===== config.mk =====
export PLATFORM = sky130hd
export DESIGN_NAME = serial_subtractor
export DESIGN_NICKNAME = d
export VERILOG_FILES = /design/src/rtl/serial_subtractor.sv
export SDC_FILE = /design/constraint.sdc
export NUM_CORES = 1
export LEC_CHECK = 0
export CORE_MARGIN = 5
export CORE_UTILIZATION = 56
export CTS_CLUSTER_DIAMETER = 60
export DETAILED_ROUTE_END_ITERATION = 7
export PLACE_DENSITY = 0.86
export SKIP_CTS_REPAIR_TIMING = 1
export SLEW_MARGIN = 25
export SYNTH_ARGS = -nofsm -noshare
export SYNTH_HDL_FRONTEND = slang
export SYNTH_SLANG_ARGS = --single-unit

===== constraint.sdc =====
create_clock -name clk -period 2.56 [get_ports clk]
set_input_delay 0.512 -clock clk [delete_from_list [all_inputs] [get_ports clk]]
set_output_delay 0.512 -clock clk [all_outputs]
set_load 0.01 [all_outputs]

===== src/rtl/serial_subtractor.sv =====
// Bit-serial two's-complement subtractor: D = A - B - Bin, one bit per clock, LSB first.
// Start/busy/done handshake; D/Bout/Ovf are registered and held between operations.
module serial_subtractor #(
  parameter int WIDTH = 8
) (
  input  logic             clk,
  input  logic             rst,
  input  logic             start,
  input  logic [WIDTH-1:0] A,
  input  logic [WIDTH-1:0] B,
  input  logic             Bin,
  output logic [WIDTH-1:0] D,
  output logic             Bout,
  output logic             Ovf,
  output logic             busy,
  output logic             done
);

  localparam int CW = $clog2(WIDTH + 1);
  localparam logic [CW-1:0] LAST = CW'(WIDTH - 1);

  typedef enum logic [1:0] {IDLE, SHIFT, DONE} state_t;

  state_t           state_q, state_d;
  logic [WIDTH-1:0] a_q, a_d, b_q, b_d, res_q, res_d, d_q, d_d;
  logic [CW-1:0]    cnt_q, cnt_d;
  logic             borrow_q, borrow_d;
  logic             a_msb_q, a_msb_d, b_msb_q, b_msb_d;
  logic             bout_q, bout_d, ovf_q, ovf_d;
  logic             busy_q, busy_d, done_q, done_d;
  logic             a_bit, b_bit, dbit, borrow_nxt;

  always_comb begin
    state_d  = state_q;
    a_d      = a_q;
    b_d      = b_q;
    res_d    = res_q;
    cnt_d    = cnt_q;
    borrow_d = borrow_q;
    a_msb_d  = a_msb_q;
    b_msb_d  = b_msb_q;
    d_d      = d_q;
    bout_d   = bout_q;
    ovf_d    = ovf_q;
    busy_d   = busy_q;
    done_d   = 1'b0;

    a_bit      = a_q[0];
    b_bit      = b_q[0];
    dbit       = a_bit ^ b_bit ^ borrow_q;
    borrow_nxt = (~a_bit & b_bit) | (~(a_bit ^ b_bit) & borrow_q);

    case (state_q)
      IDLE: begin
        if (start) begin
          a_d      = A;
          b_d      = B;
          borrow_d = Bin;
          a_msb_d  = A[WIDTH-1];
          b_msb_d  = B[WIDTH-1];
          cnt_d    = '0;
          res_d    = '0;
          busy_d   = 1'b1;
          state_d  = SHIFT;
        end
      end
      SHIFT: begin
        res_d    = {dbit, res_q[WIDTH-1:1]};
        a_d      = a_q >> 1;
        b_d      = b_q >> 1;
        borrow_d = borrow_nxt;
        cnt_d    = cnt_q + CW'(1);
        // Results are loaded on the final bit so they are already valid while done is high.
        if (cnt_q == LAST) begin
          d_d     = {dbit, res_q[WIDTH-1:1]};
          bout_d  = borrow_nxt;
          ovf_d   = (a_msb_q != b_msb_q) && (dbit != a_msb_q);
          done_d  = 1'b1;
          state_d = DONE;
        end
      end
      DONE: begin
        busy_d  = 1'b0;
        state_d = IDLE;
      end
      default: begin
        busy_d  = 1'b0;
        state_d = IDLE;
      end
    endcase
  end

  always_ff @(posedge clk or posedge rst) begin
    if (rst) begin
      state_q  <= IDLE;
      a_q      <= '0;
      b_q      <= '0;
      res_q    <= '0;
      cnt_q    <= '0;
      borrow_q <= 1'b0;
      a_msb_q  <= 1'b0;
      b_msb_q  <= 1'b0;
      d_q      <= '0;
      bout_q   <= 1'b0;
      ovf_q    <= 1'b0;
      busy_q   <= 1'b0;
      done_q   <= 1'b0;
    end else begin
      state_q  <= state_d;
      a_q      <= a_d;
      b_q      <= b_d;
      res_q    <= res_d;
      cnt_q    <= cnt_d;
      borrow_q <= borrow_d;
      a_msb_q  <= a_msb_d;
      b_msb_q  <= b_msb_d;
      d_q      <= d_d;
      bout_q   <= bout_d;
      ovf_q    <= ovf_d;
      busy_q   <= busy_d;
      done_q   <= done_d;
    end
  end

  assign D    = d_q;
  assign Bout = bout_q;
  assign Ovf  = ovf_q;
  assign busy = busy_q;
  assign done = done_q;

endmodule


Word level (Yosys, flattened, before mapping)
Cells that the tools add are included.
{"block": "word_totals", "ff_bits": 45, "output_inout_bits": 12, "wordCells": 53}
{"block": "op_classes", "n_addsub": 1, "eq_ne": 6, "mux": 17, "n_bitwise": 8, "n_reduce_logical": 8}
{"op": "8-bit one-hot mux with 2 select lines", "count": 3}
{"op": "8-bit 2-to-1 mux", "count": 3}
{"op": "2-bit AND reduction", "count": 5}
{"op": "4-bit one-hot mux with 2 select lines", "count": 1}
{"op": "4-bit by 1-bit adder with 4-bit output (second input constant)", "count": 1}
{"op": "4-bit by 3-bit == test with 1-bit output (second input constant)", "count": 1}
{"op": "1-bit 2-to-1 mux", "count": 4}
{"op": "2-bit 2-to-1 mux", "count": 2}
{"op": "4-bit 2-to-1 mux", "count": 1}
{"op": "2-bit inequality test (second input constant)", "count": 2}
{"op": "1-bit one-hot mux with 2 select lines", "count": 2}
{"op": "2-bit one-hot mux with 2 select lines", "count": 1}
{"op": "1-bit NOT", "count": 3}
{"op": "1-bit AND", "count": 2}
{"op": "2-bit by 1-bit == test with 1-bit output (second input constant)", "count": 1}
{"op": "2-bit zero test", "count": 1}
{"op": "1-bit inequality test", "count": 2}
{"op": "2-bit nonzero test", "count": 1}
{"op": "1-bit bitwise XOR", "count": 2}
{"op": "1-bit logical AND", "count": 1}
{"op": "1-bit OR", "count": 1}

Logic depth before layout (Yosys ltp)
{"block": "logic_depth", "depth_word": 5, "depth_mapped": 5, "ltp_nobuf": 5}

Least setup slack after synthesis
OpenSTA, ideal clock, no wires.
{"block": "synth_timing", "kind": "reg2reg", "from": "register state_q[1]", "to": "register d_q[0] (netlist: D[0])", "setup_ps": 125, "t_arrival_ps": 1339, "required_time_ps": 2435, "setup_slack_ps": 1096, "stages_incl_launch_ff": 6, "path_buffers": 2, "synth_period_minus_slack_ps": 1464, "path_cell_list": "dfrtp_1 nand2b_1 buf_6 nor3_4 buf_8 mux2_4"}
{"block": "synth_via", "elab_chain_len": 2}
{"item": "from (decl)", "line_no": "24", "text": "state_t state_q, state_d;"}
{"item": "from (signal assigned)", "line_no": "109", "text": "state_q <= state_d;"}
{"item": "2-bit by 1-bit == test with 1-bit output", "line_no": "53", "text": "case (state_q)"}
{"item": "2-bit AND reduction (no line)"}
{"item": "to (signal assigned)", "line_no": "103", "text": "d_q <= '0;"}
{"item": "to (signal assigned)", "line_no": "117", "text": "d_q <= d_d;"}
{"item": "to (decl)", "line_no": "25", "text": "logic [WIDTH-1:0] a_q, a_d, b_q, b_d, res_q, res_d, d_q, d_d;"}
No other way between the ends.
A chain may end at the register's enable or synchronous reset.

Worst setup path after layout
{"block": "layout_timing", "from": "register busy_q (netlist: busy)", "to": "output port busy"}
{"item": "from (decl)", "line_no": "30", "text": "logic busy_q, busy_d, done_q, done_d;"}
{"item": "from (signal assigned)", "line_no": "120", "text": "busy_q <= busy_d;"}
{"item": "to (decl)", "line_no": "15", "text": "output logic busy,"}
No word-level cell between the ends.

==> results.ini <==
[status]
status=complete, no violations

[timing]
setup_slack_ns=0.751
period_share=0.707
finalSetupViolations=0
worstMarginPinSlew_ns=0.808
slew_viol_final=0
skew_ns=0.00796
fmax_mhz=553
timing.setup.tns_ns=0
min_period_ns=1.81
hold_viol_final=0
slew-limit-headroom=0.461
rsz0062_at_grt=false

[clock_network]
clock_latency_ns=0.37
htreeDepth=2
cts_root_buffer=clkbuf_4
cts_tree=yes
cts_buffers=5
clkTransAtPathRegs_ns=0.12
clockBufferDepth=2
cts_sinks=44

[synth]
synthTopCellsByCount=nand2_1, dfrtp_1, a22oi_1, mux2_4, nand3_1
ys.flop_type=dfrtp_1
synth_edf_count=0
synth.top_cell.area_share=0.586
syn-instance-count=169
synth_area_leaders=dfrtp_1, nand2_1, mux2_4, a22oi_1, nand3_1
ys_types=31
synth_area_um2=1880
async_reset_ff_frac=1.00
syn_nets=191
post-synth-top-count-cell=nand2_1
syn_avg_cell_area_um2=11.1
synth_seq_cells=44
netlist.top_cell.by_area=dfrtp_1
yosysSeqAreaShare=0.586
ys_warn_count=0

[cells_and_area]
fillers=253
final_layout_size_suffix_gt1_frac=0.114
synthToLayoutAreaGrowth_pct=20.8
post-route-cell-area_um2=2270
fin_nets=223
final_util=0.691
diodes=0

[routing]
routedWlPerCell_um=14.8
drtPass1Iterations=4
drc_errors=0
via_per_inst=5.42
wirelength_mm=3.68
ant_nets=0
vias=1343
drt_iter0_drc=80

[worst_setup_path]
critPathMaxFanout=2
timing.critical_path.buf_inv=1
startpoint_type=flip-flop
worst-setup-path-type=flip-flop to output pin
cp_top_family=buffers and inverters
arrival_ns=1.30
crit_required_ns=2.05
critPathSlowestCell=clkdlybuf4s50_1
cp_cell_sequence=clkdlybuf4s50_1
crit_path_end_kind=output pin
r2r_setup_slack_ns=0.76
max_stage_delay_ns=0.55

[die]
initial_core_util=0.572
coreArea_um2=3280
fp.dieW_um=67.9
rows=21
die-area_um2=4610
io_pins=32
die_h_um=67.9

[placement]
gp_congestion=0.773
io_buffers=31
placed_area_um2=2210
hpwl_mm=2.60
dp_slack_ns=0.484

[global_routing]
grt_usage=0.184
antenna_found_initial=0
grt_max_degree=45
grt-ovfl-total=0
grt_pass1_wl_mm=6.28
grt_pass1_vias=1389

[power]
p_per_area_nw_per_um2=1140
pwr-share-seq=0.460
combPwrFrac=0.405
power_frac_clock=0.135
peakVddDrop_uv=618
sw_frac_of_total=0.364
p_leak_uw=0.00109
power.internal_uw=1650
switchingPower_uw=946

[worst_hold_path]
hp-class=flip-flop to flip-flop

[run]
cap_violations=0

-- power by group through the flow --
| stage | combinational, uW | sequential, uW | clock [uW] |
|---|---|---|---|
| global placement | 1000 | 1180 | 0 |
| detailed placement | 1060 | 1210 | 0 |
| CTS | 1070 | 1200 | 357 |
| finish | 1050 | 1190 | 351 |
| floorplan | 714 | 1190 | 0 |
| global route | 1180 | 1230 | 385 |
-- per-stage QoR --
step	total power [uW]	cells	hold slack, ns
6_report	2600	248	0.492
5_1_grt	2800	248	0.519
4_1_cts	2620	248	0.495
3_5_place_dp	2270	240	0.467
3_3_place_gp	2190	240	0.459
2_1_floorplan	1910	169	0.446
-- worst paths after layout --
check,startpoint,to,depth (start not counted)
max in group asynchronous,rst,a_q[2]$_DFFE_PP0P_,3
max reg2reg,cnt_q[0]$_DFFE_PP0P_,D[6]$_DFFE_PP0P_,4
min in group asynchronous,rst,D[2]$_DFFE_PP0P_,3
min,a_q[5]$_DFFE_PP0P_,a_q[5]$_DFFE_PP0P_,2
max,busy$_DFFE_PP0P_,busy,1
min reg2reg,a_q[5]$_DFFE_PP0P_,a_q[5]$_DFFE_PP0P_,2
-- sequential cells by signal, summed over array words and instances, names as in the netlist --
signal    cells
Bout          1
D             8
Ovf           1
a_msb_q       1
a_q           8
b_msb_q       1
b_q           8
borrow_q      1
busy          1
cnt_q         4
done          1
res_q         7
state_q       2
-- logic make-up after synthesis --
group | Yosys count | share of synthesized area
DFF | 44 | 0.586
and+or+nand+nor | 72 | 0.174
adders and majority gates | 2 | 0.0173
buffers and inverters | 15 | 0.0466
AOI/OAI and AO/OA | 24 | 0.0912
muxes | 11 | 0.0806
xor gates and xnor gates | 1 | 0.00466
-- per-layer routing --
metal,vias up,routed length [um],GRT usage
li1,635,-,-
met1,660,1530,0.222
met2,40,1850,0.307
met3,8,226,0.0542
met4,0,72,0.0744
met5,-,0,0
-- cell usage in the layout (no fill, tap or decap), drive strengths merged, types with 4 or more instances in the layout --
master and instances:
mux2 9, clkbuf 6, dfrtp 44, inv 5, nand2 46, buf 4, clkdlybuf4s50 31, o22ai 5
nor3 5, nor2 6, nand3 8, a22oi 10
-- layout make-up --
| class | instances | area (um^2) | share of cell area |
|---|---|---|---|
| clock buffer | 6 | 51.3 | 0.0226 |
| timing repair buffer | 35 | 340 | 0.150 |
| multi-input combinational | 110 | 691 | 0.304 |
| tap | 46 | 57.6 | 0.0254 |
| sequential | 44 | 1100 | 0.485 |
| clock inverter | 2 | 10.0 | 0.00441 |
| inverter | 5 | 18.8 | 0.00827 |
Note: power is estimated with default switching activity, not from simulation.
